File: src/rtl/pixel_sequencer.sv
// pixel_sequencer: erase/expose/convert/row-read strobe sequencer for a pixel
// array and its ADC, with start/busy/done handshake, video mode and abort.
module pixel_sequencer #(
  parameter int unsigned ROWS           = 2,
  parameter int unsigned ERASE_CYCLES   = 5,
  parameter int unsigned CONVERT_CYCLES = 255,
  parameter int unsigned READ_CYCLES    = 5,
  parameter int unsigned EXP_W          = 8,
  parameter int unsigned CNT_W          = 16
) (
  input  logic             clk,
  input  logic             reset,
  input  logic             start,
  input  logic             continuous,
  input  logic             abort,
  input  logic [EXP_W-1:0] exp_time,
  output logic             erase,
  output logic             expose,
  output logic             convert,
  output logic [ROWS-1:0]  read,
  output logic             busy,
  output logic             frame_done,
  output logic [CNT_W-1:0] frame_count
);

  localparam logic [2:0] IDLE    = 3'd0;
  localparam logic [2:0] ERASE   = 3'd1;
  localparam logic [2:0] EXPOSE  = 3'd2;
  localparam logic [2:0] CONVERT = 3'd3;
  localparam logic [2:0] READ    = 3'd4;
  localparam logic [2:0] DONE    = 3'd5;

  // Phase counter must hold the longest phase, including the widest exposure.
  localparam int unsigned EXP_MAX = (32'd1 << EXP_W) - 32'd1;
  localparam int unsigned LEN_A   = (ERASE_CYCLES > CONVERT_CYCLES) ? ERASE_CYCLES : CONVERT_CYCLES;
  localparam int unsigned LEN_B   = (READ_CYCLES > EXP_MAX) ? READ_CYCLES : EXP_MAX;
  localparam int unsigned MAXLEN  = (LEN_A > LEN_B) ? LEN_A : LEN_B;
  localparam int unsigned CW      = $clog2(MAXLEN + 1);
  localparam int unsigned RW      = (ROWS > 1) ? $clog2(ROWS) : 1;

  logic [2:0]       state, state_nxt;
  logic [CW-1:0]    cnt, cnt_nxt;
  logic [RW-1:0]    row, row_nxt;
  logic [EXP_W-1:0] exp_lat, exp_nxt;
  logic [EXP_W-1:0] exp_eff;
  logic [CW-1:0]    phase_len;
  logic             phase_end;
  logic             erase_nxt, expose_nxt, convert_nxt, busy_nxt, done_nxt;
  logic [ROWS-1:0]  read_nxt;

  // Zero exposure is promoted to one cycle so EXPOSE always occupies a cycle.
  assign exp_eff = (exp_time == '0) ? EXP_W'(1) : exp_time;

  // Length of the phase currently running; phase_end marks its last cycle.
  always_comb begin
    phase_len = CW'(1);
    case (state)
      ERASE:   phase_len = CW'(ERASE_CYCLES);
      EXPOSE:  phase_len = CW'(exp_lat);
      CONVERT: phase_len = CW'(CONVERT_CYCLES);
      READ:    phase_len = CW'(READ_CYCLES);
      default: phase_len = CW'(1);
    endcase
    phase_end = ((cnt + CW'(1)) == phase_len);
  end

  // Next-state, counters and Moore output decode of the next state.
  always_comb begin
    state_nxt = state;
    cnt_nxt   = cnt;
    row_nxt   = row;
    exp_nxt   = exp_lat;
    case (state)
      IDLE: begin
        if (start && !abort) begin
          state_nxt = ERASE;
          cnt_nxt   = '0;
          exp_nxt   = exp_eff;
        end
      end
      ERASE, EXPOSE, CONVERT: begin
        if (phase_end) begin
          cnt_nxt = '0;
          row_nxt = '0;
          if (state == ERASE)       state_nxt = EXPOSE;
          else if (state == EXPOSE) state_nxt = CONVERT;
          else                      state_nxt = READ;
        end else begin
          cnt_nxt = cnt + CW'(1);
        end
      end
      READ: begin
        if (phase_end) begin
          cnt_nxt = '0;
          if (row == RW'(ROWS - 1)) begin
            state_nxt = DONE;
            row_nxt   = '0;
          end else begin
            row_nxt = row + RW'(1);
          end
        end else begin
          cnt_nxt = cnt + CW'(1);
        end
      end
      DONE: begin
        cnt_nxt = '0;
        row_nxt = '0;
        if (continuous) begin
          state_nxt = ERASE;
          exp_nxt   = exp_eff;
        end else begin
          state_nxt = IDLE;
        end
      end
      default: begin
        state_nxt = IDLE;
        cnt_nxt   = '0;
        row_nxt   = '0;
      end
    endcase
    if (abort && (state != IDLE)) begin
      state_nxt = IDLE;
      cnt_nxt   = '0;
      row_nxt   = '0;
    end

    erase_nxt   = (state_nxt == ERASE);
    expose_nxt  = (state_nxt == EXPOSE);
    convert_nxt = (state_nxt == CONVERT);
    read_nxt    = (state_nxt == READ) ? (ROWS'(1) << row_nxt) : '0;
    busy_nxt    = (state_nxt != IDLE);
    done_nxt    = (state_nxt == DONE);
  end

  // State, counters and registered outputs.
  always_ff @(posedge clk or negedge reset) begin
    if (!reset) begin
      state       <= IDLE;
      cnt         <= '0;
      row         <= '0;
      exp_lat     <= '0;
      erase       <= 1'b0;
      expose      <= 1'b0;
      convert     <= 1'b0;
      read        <= '0;
      busy        <= 1'b0;
      frame_done  <= 1'b0;
      frame_count <= '0;
    end else begin
      state      <= state_nxt;
      cnt        <= cnt_nxt;
      row        <= row_nxt;
      exp_lat    <= exp_nxt;
      erase      <= erase_nxt;
      expose     <= expose_nxt;
      convert    <= convert_nxt;
      read       <= read_nxt;
      busy       <= busy_nxt;
      frame_done <= done_nxt;
      if (done_nxt) frame_count <= frame_count + CNT_W'(1);
    end
  end

endmodule

File: config.mk
export PLATFORM = sky130hd
export DESIGN_NAME = pixel_sequencer
export DESIGN_NICKNAME = d
export VERILOG_FILES = /design/src/rtl/pixel_sequencer.sv
export SDC_FILE = /design/constraint.sdc
export NUM_CORES = 1
export LEC_CHECK = 0
export CAP_MARGIN = 10
export CELL_PAD_IN_SITES_DETAIL_PLACEMENT = 1
export CELL_PAD_IN_SITES_GLOBAL_PLACEMENT = 1
export CORE_MARGIN = 5
export CORE_UTILIZATION = 38
export DETAILED_ROUTE_END_ITERATION = 10
export GPL_TIMING_DRIVEN = 1
export PLACE_DENSITY = 0.77
export SLEW_MARGIN = 30
export SYNTH_ARGS = -nofsm -noshare
export SYNTH_HDL_FRONTEND = slang
export SYNTH_SLANG_ARGS = --single-unit
File: constraint.sdc
create_clock -name clk -period 2.55 [get_ports clk]
set_input_delay 0.6375 -clock clk [delete_from_list [all_inputs] [get_ports clk]]
set_output_delay 0.6375 -clock clk [all_outputs]
set_load 0.02 [all_outputs]
# Word level (Yosys, flattened, before mapping)
# Cells that the tools add are included.
# totals
register_bits	43
latch_bits	0
ram_bits	0
romBits	0
inputBits	13
output_inout_bits	23
word_cells	65
mem_count	0
# classes
n_addsub	3
mul	0
div	0
n_lt_le_gt_ge	0
eq_ne	14
n_shift	1
mux	24
bitwise	0
reduce_logical	12
# ops
operator	count
8-bit 2-to-1 mux	6
8-bit one-hot mux with 2 select lines	2
8-bit one-hot mux with 3 select lines	1
3-bit 2-to-1 mux	7
16-bit by 1-bit adder with 16-bit output (second input constant)	1
3-bit by 2-bit == test with 1-bit output (second input constant)	4
3-bit == test (second input constant)	4
3-bit one-hot mux with 4 select lines	1
8-bit by 1-bit adder with 8-bit output (second input constant)	1
8-bit == test	1
8-bit zero test	1
3-bit by 1-bit == test with 1-bit output (second input constant)	2
3-bit nonzero test	2
1-bit 2-to-1 mux	5
2-bit != test (second input constant)	2
4-bit OR reduction	1
3-bit zero test	1
3-bit != test (second input constant)	1
1-bit one-hot mux with 3 select lines	1
3-bit AND reduction	1
3-bit OR reduction	1
1-bit logical AND	2
2-bit 2-to-1 mux	1
2-bit nonzero test	1
4 further kinds	4

# Depth between registers and ports, before layout
# Gate-level depths: netlist of run 1.
# logic_depth
word_depth	9
depth_mapped	12
ltp_nobuf	11

# Worst setup path before layout of run 1
# No wires, ideal clock.
# synth_path
kind	register to register
from	register state[2]
to	register read[1]
setup_time_ps	88
t_arrival_ps	2596
required_ps	2462
slack_ps	-134
stages_incl_launch_ff	12
path_buffers	1
synth_period_minus_slack_ps	2684
cell_sequence	dfrtp_1 > buf_2 > nand2b_1 > nor3_1 > xnor2_1 > nand4_1 > a2111oi_4 > nand2_1 > ha_1 > nand2b_1 > o21ai_0 > nor3b_1
# synth_via
elab_chain_cells	9
elab_cells_between_ends	27
cone_classes	7 x eq/ne; 1 x shift; 14 x mux; 5 x reduce/logical
# synth_lines
item	line_no	text
start, declared	41	logic [2:0] state, state_nxt;
start signal, assigned	150	state <= state_nxt;
3-bit by 1-bit == test with 1-bit output / 3-bit == test (equally long branches)	57, 73	
2-bit OR reduction (no source line)	-	
8-bit one-hot mux with 3 select lines	57	case (state)
8-bit == test	64	phase_end = ((cnt + CW'(1)) == phase_len);
1-bit 2-to-1 mux (on tied branches)	93, 82	
1-bit one-hot mux with 3 select lines	73	case (state)
1-bit 2-to-1 mux *	121	if (abort && (state != IDLE)) begin
via row_nxt	43	logic [RW-1:0] row, row_nxt;
1-bit by 1-bit << shifter with 2-bit output *	130	read_nxt = (state_nxt == READ) ? (ROWS'(1) << row_nxt) : '0;
2-bit 2-to-1 mux *	130	
via read_nxt[1]	49	logic [ROWS-1:0] read_nxt;
end signal, assigned	157	read <= read_nxt;
end, declared	20	output logic [ROWS-1:0] read,
# The timed path passes the listed nets; every way through them passes the cells marked *.
# A chain may end at the register's enable or synchronous reset.

# Worst setup path after layout of run 1
# layout_path
from	register state[2]
to	register frame_count[9]
# layout_via
elab_chain_cells	8
elab_cells_between_ends	21
cone_classes	7 x eq/ne; 9 x mux; 5 x reduce/logical
# layout_lines
item	line_no	text
3-bit by 1-bit == test with 1-bit output / 3-bit == test (equally long branches)	57, 73, 85	
2-bit OR reduction (no source line)	-	
8-bit one-hot mux with 3 select lines	57	
8-bit == test	64	
3-bit 2-to-1 mux (on tied branches)	93, 82	
3-bit one-hot mux with 4 select lines	73	
3-bit 2-to-1 mux *	121	
3-bit == test *	132	done_nxt = (state_nxt == DONE);
end signal, assigned	160	if (done_nxt) frame_count <= frame_count + CNT_W'(1);
end, declared	23	output logic [CNT_W-1:0] frame_count
# Every way passes the cells marked *; elsewhere a longest branch is shown, timed or not.

==> impl_metrics.py, run 1 <==
metrics = {
    "die": {
        "start_util_pct": 39.5,
        "ios": 36,
        "core_area_um2": 5990,
        "die_w_um": 88.9,
        "row_count": 28,
        "dieHeight_um": 88.9,
        "dieArea_um2": 7900,
    },
    "logic_synthesis": {
        "yosys-top-cells-area": "dfrtp_1 (46%), xor2_1 (7.4%), a211oi_2 (4.8%), mux2_2 (3.3%), nand2_1 (3.0%)",
        "syn_area_um2": 2360,
        "ys_seq_area_share_pct": 45.5,
        "synth_common_cells": "dfrtp_1 (43), xor2_1 (20), nand2_1 (19)",
        "synth_edf_count": 0,
        "syn_avg_cell_area_um2": 10.4,
        "synth_cell_types": 45,
        "synth_fp_nets": 243,
        "synth_top_area_share_pct": 45.5,
        "ys.flop_type": "dfrtp_1",
        "yosysWarnings": 0,
        "synth_top_area_cell": "dfrtp_1",
        "yosysMostFrequentCell": "dfrtp_1",
        "synth_cells": 227,
        "async_reset_ff_share_pct": 100,
        "synth_seq_cells": 43,
    },
    "setup_path": {
        "critical_path_class": "reg -> reg",
        "r2r_start": "state[2]",
        "crit_fanout": 6,
        "rrSetupSlack_ps": -250,
        "regToRegEndpoint": "frame_count[9]",
        "arrival_ps": 3020,
        "reg2reg_depth": 12,
        "endpoint_kind": "flop",
        "start_kind": "flop",
        "crit_required_ps": 2770,
    },
    "place": {
        "gp_congestion": 0.819,
        "hpwlAfterDp_um": 4690,
        "portBuffers": 35,
        "place_ws_ps": -239,
    },
    "min_path": {
        "hold_class": "in -> async",
    },
    "pwr": {
        "internal-power_mw": 2.01,
        "switching_share_pct": 39.0,
        "leakage_nw": 1.61,
        "p_per_area_nw_per_um2": 870,
        "pwr-share-comb_pct": 53.6,
        "p_total_mw": 3.29,
        "seqPwrFrac_pct": 26.4,
        "vdd_drop_max_mv": 0.561,
        "clkPwrFrac_pct": 20.0,
        "power.switching_mw": 1.28,
    },
    "global_routing": {
        "grt-busiest-layer": "met2",
        "globalRouteMet2Util_pct": 34.4,
        "grt_use_total_pct": 20.1,
        "grt_antenna_before_repair": 0,
        "use_met3_pct": 3.45,
        "gr-usage-met1_pct": 25.7,
        "gr-total-overflow": 0,
        "grt_pass1_wl_um": 12200,
        "grt_pass1_vias": 2370,
        "grt_max_degree": 44,
    },
    "timing": {
        "maxSlewViolCount": 0,
        "skew_ps": 12.7,
        "fin_setup_tns_ps": -4150,
        "max_clock_freq_ghz": 0.357,
        "whs_ps": 284,
        "hold_violations": 0,
        "slew_headroom_pct": 65.7,
        "post-route-period-util_pct": 110,
        "rsz0062_at_grt": "yes",
        "worst_pin_slew_ps": 512,
        "setup_slack_ps": -253,
        "finalCriticalPeriod_ps": 2800,
        "setup_viol_count_final": 32,
    },
    "run_status": {
        "status": "finished with violations",
        "failed_checks": "setup timing",
    },
    "drt": {
        "firstDrtPassIters": 4,
        "viasPerCell": 5.67,
        "post-route-drc-count": 0,
        "drt_iter0_drc": 120,
        "postRouteAntennaNets": 0,
        "num_vias": 2263,
        "avgRoutedWirePerCell_um": 23.3,
        "wirelength_um": 9290,
    },
    "clocking": {
        "cts_tree": "done",
        "clockBufferDepth": 2,
        "cts_made_buffers": 5,
        "path_clk_slew_ps": 90,
        "clock_latency_ps": 310,
        "htreeDepth": 2,
        "holdBufCountCts": 0,
        "cts_root_buf": "clkbuf_8",
        "cts_num_sinks": 43,
    },
    "layout": {
        "drive_gt1_share_pct": 40.7,
        "fill_cells": 614,
        "n_antenna_cell": 0,
        "nets": 339,
        "syn_to_final_growth_pct": 59.9,
    },
    "job": {
        "drv_cap": 0,
    },
}
sequential cells by signal, indices dropped and copies added, names as in the netlist:
name         count
expose           1
cnt              8
busy             1
state            3
read             2
frame_count     16
frame_done       1
exp_lat          8
erase            1
row              1
convert          1
power groups by stage:
stage               Sequential (mW)  Combinational [mW]  Clock, mW
finish                        0.870                1.76      0.657
global route                  0.879                1.86      0.699
CTS                           0.859                1.35      0.655
detailed placement            0.862                1.11          0
global placement              0.857                1.08          0
floorplan                     0.860               0.623          0
metrics by stage:
| stage | utilization (%) | cells | instance area [µm²] |
|---|---|---|---|
| global placement | 52.8 | 371 | 3160 |
| global route | 63.1 | 399 | 3780 |
| finish | 63.1 | 399 | 3780 |
| detailed placement | 52.8 | 371 | 3160 |
| CTS | 58.4 | 388 | 3500 |
| floorplan | - | 227 | 2420 |
cell families after synthesis:
group           after synthesis  synth area share (%)
xor+xnor                     28                  11.0
buf+inv                      20                  3.39
mux                           9                  4.24
simple gates                 74                  16.7
flops                        43                  45.5
compound gates               50                  17.6
fa+ha+maj                     3                  1.59
layer usage:
layer | part of all wire [%] | vias up
met5 | 0 | -
met4 | 3.1 | 0
met3 | 3.6 | 21
met2 | 51 | 61
met1 | 42 | 1171
li1 | - | 1010
placed cells by master, fill, tap and decap left out, types with 3 or more instances in the layout:
master and count:
buf_4 45, dfrtp_1 40, clkdlybuf4s50_1 34, xor2_1 17, nand2_1 16, inv_1 13, buf_6 11, nor2_1 10
nand3_1 8, a211oi_2 8, mux2_2 7, a21oi_1 5, o21ai_0 5, clkbuf_8 5, xnor2_1 4, nand4_1 4
nor3_1 4, and3_1 4, a211oi_4 4, xnor2_2 3, o21a_1 3, xor2_2 3, nand2b_1 3, a2111oi_4 3
a31oi_1 3, and4_1 3, o22ai_1 3, dfrtp_2 3
repair_timing:
| action | CTS | global route |
|---|---|---|
| setup buffers | 8 | 10 |
| gates resized for setup | 21 | 37 |
| endpoints found under the setup margin | 25 | 33 |
| gates cloned | 1 | 2 |
| pin swaps | 25 | 22 |
final cells by class:
cell class | count | area, µm² | area share [%]
clock buffer | 5 | 68.8 | 1.82
sequential | 43 | 1080 | 28.6
tap | 75 | 93.8 | 2.48
inverter | 13 | 48.8 | 1.29
multi-input combinational | 166 | 1550 | 41.0
timing repair buffer | 94 | 872 | 23.1
clock inverter | 3 | 67.6 | 1.79
critical path, stage by stage (launching register included):
cell and delay [ps]:
dfrtp_1 400, and2b_4 300, o21ai_2 90, xnor2_2 220, o21ba_4 190, a2111oi_4 410, buf_4 220, buf_6 100
a21oi_4 70, buf_12 150, buf_4 140, a211oi_4 180, xor2_1 230
worst max path at each step:
stage | startpoint | depth (start not counted) | slack, ps | end
5_1_grt | state[2] | 13 | -360 | frame_count[9]
3_3_place_gp | start | 8 | -230 | frame_count[4]
4_1_cts | cnt[1] | 11 | -90 | read[0]
2_1_floorplan | state[2] | 11 | -3 | read[1]
3_5_place_dp | start | 8 | -240 | frame_count[1]
6_report | state[2] | 12 | -250 | frame_count[9]
No activity file was read; power rests on OpenSTA's default activity.
==> run 2, diff against run 1 <==
- CORE_UTILIZATION: 38 -> 39
- CTS_BUF_LIST: default -> sky130_fd_sc_hd__clkbuf_2
- PLACE_DENSITY: 0.77 -> 0.79
==> impl_metrics.py, run 2 (synthesis results as in run 1) <==
metrics = {
    "clocking": {
        "holdBufCountCts": 0,
        "path_clk_slew_ps": 240,
        "cts_root_buf": "clkbuf_2",
        "htreeDepth": 2,
        "clockBufferDepth": 2,
        "clock_latency_ps": 430,
        "cts_num_sinks": 43,
        "cts_tree": "done",
        "cts_made_buffers": 5,
    },
    "timing": {
        "max_clock_freq_ghz": 0.354,
        "finalCriticalPeriod_ps": 2820,
        "slew_headroom_pct": 68.9,
        "post-route-period-util_pct": 111,
        "skew_ps": 25.7,
        "worst_pin_slew_ps": 466,
        "maxSlewViolCount": 0,
        "setup_viol_count_final": 32,
        "setup_slack_ps": -275,
        "hold_violations": 0,
        "rsz0062_at_grt": "yes",
        "fin_setup_tns_ps": -4640,
    },
    "global_routing": {
        "grt_pass1_vias": 2243,
        "grt_use_total_pct": 18.7,
        "grt-busiest-layer": "met2",
        "grt_pass1_wl_um": 11100,
        "grt_antenna_before_repair": 0,
        "grt_max_degree": 17,
        "globalRouteMet2Util_pct": 32.1,
        "gr-usage-met1_pct": 23.7,
        "gr-total-overflow": 0,
        "use_met3_pct": 3.01,
    },
    "setup_path": {
        "crit_slowest_cell": "dfrtp_1",
        "endpoint_kind": "flop",
        "crit_family": "compound AO/OA/AOI/OAI gates",
        "rrSetupSlack_ps": -270,
        "arrival_ps": 3180,
        "path_cells": "buf_4 > o21a_1 > a21oi_2 > xnor2_1 > nand4_1 > a2111oi_4 > buf_6 > nand2_4 > ha_4 > nor3b_4 > a21oi_2 > o21ai_2 > nor3_1",
        "path_buf_inv": 2,
        "max_stage_delay_ps": 440,
        "crit_path_frequent_cell": "a21oi_2",
        "crit_required_ps": 2910,
        "critical_path_class": "reg -> reg",
        "crit_fanout": 7,
        "start_kind": "flop",
    },
    "layout": {
        "most-common-layout-cells": "buf_4 (55), dfrtp_1 (40), clkdlybuf4s50_1 (34)",
        "regMostFlops": "frame_count",
        "reg.largest.list": "frame_count x16, cnt x8, exp_lat x8",
        "nets": 343,
        "stdcell_count": 403,
        "fin_area_um2": 3660,
        "syn_to_final_growth_pct": 54.7,
        "final_common_cell": "buf_4",
        "drive_gt1_share_pct": 40.2,
        "largest_reg_flops": 16,
        "n_antenna_cell": 0,
    },
    "run_status": {
        "failed_checks": "setup timing",
        "status": "finished with violations",
    },
    "drt": {
        "post-route-drc-count": 0,
        "num_vias": 2304,
        "avgRoutedWirePerCell_um": 22.2,
        "drt_iter0_drc": 124,
        "firstDrtPassIters": 4,
        "viasPerCell": 5.72,
        "wirelength_um": 8950,
        "postRouteAntennaNets": 0,
    },
    "pwr": {
        "leakage_nw": 1.61,
        "vdd_drop_max_mv": 0.632,
        "p_per_area_nw_per_um2": 854,
        "p_total_mw": 3.12,
    },
    "min_path": {
        "hold_class": "in -> async",
    },
    "place": {
        "place_ws_ps": -261,
        "gp_congestion": 0.877,
        "portBuffers": 35,
        "place_inst": 368,
        "hpwlAfterDp_um": 4720,
        "placed_area_um2": 3130,
    },
    "die": {
        "die_w_um": 87.8,
        "start_util_pct": 39.9,
        "row_count": 28,
        "ios": 36,
        "core_area_um2": 5920,
        "dieHeight_um": 87.8,
        "dieArea_um2": 7720,
    },
    "job": {
        "drv_cap": 0,
    },
}
-- run 2: stage by stage --
step	util, %	hold slack (ps)
CTS	55.7	76.6
global route	61.7	42.5
floorplan	-	342
global placement	52.8	459
finish	61.7	64.1
detailed placement	52.8	471
-- run 2: final timing paths --
| kind | startpoint | to | depth (start not counted) |
|---|---|---|---|
| worst max-delay path | state[1] | read[0] | 13 |
| worst min register to register | frame_count[15] | frame_count[15] | 1 |
| max in group asynchronous | reset | state[0] | 2 |
| min in group clk | frame_count[15] | frame_count[15] | 1 |
| worst min-delay path | reset | cnt[6] | 1 |
| worst max register to register | state[1] | read[0] | 13 |
-- run 2: worst reg2reg max path, delay by kind of cell (launching register included) --
| family | cells | cell delay, ps |
|---|---|---|
| buffers and inverters | 2 | 370 |
| DFF | 1 | 440 |
| AOI/OAI and AO/OA | 5 | 1020 |
| adders and majority gates | 1 | 170 |
| and+or+nand+nor | 4 | 620 |
| xor gates and xnor gates | 1 | 160 |
-- run 2: where the power goes --
group          switching [mW]  internal, mW  leakage (nW)
logic                   0.907         0.838         0.985
clock network           0.235         0.268        0.0532
registers              0.0910         0.782         0.569
total                    1.23          1.89          1.61
-- run 2: routing by layer --
layer  up-vias  routed length [µm]
li1       1029                   -
met1      1181                3900
met2        73                4480
met3        21                 335
met4         0                 238
met5         -                   0
-- run 2: cell type report --
class / count / area [µm²]
clock buffers: 6 / 30.0
clock inverters: 2 / 60.1
fillers: 626 / 2260
inverters: 13 / 48.8
multi-input cells: 166 / 1490
flip-flops and latches: 43 / 1080
well taps: 75 / 93.8
repair buffers: 98 / 857
-- run 2: what timing repair did --
item | 4_1_cts | 5_1_grt
resized for setup | 8 | 37
pin swaps | 3 | 19
setup buffers | 3 | 22
setup endpoints to repair | 22 | 21
gates cloned | 1 | 1
==> run 3, diff against run 2 <==
- ABC_CLOCK_PERIOD_IN_PS: default -> 2550
- CTS_CLUSTER_DIAMETER: default -> 100
- HOLD_SLACK_MARGIN: default -> 0.03
==> results of run 3 <==
Final layout, timing and power as in run 2 (identical DEF).
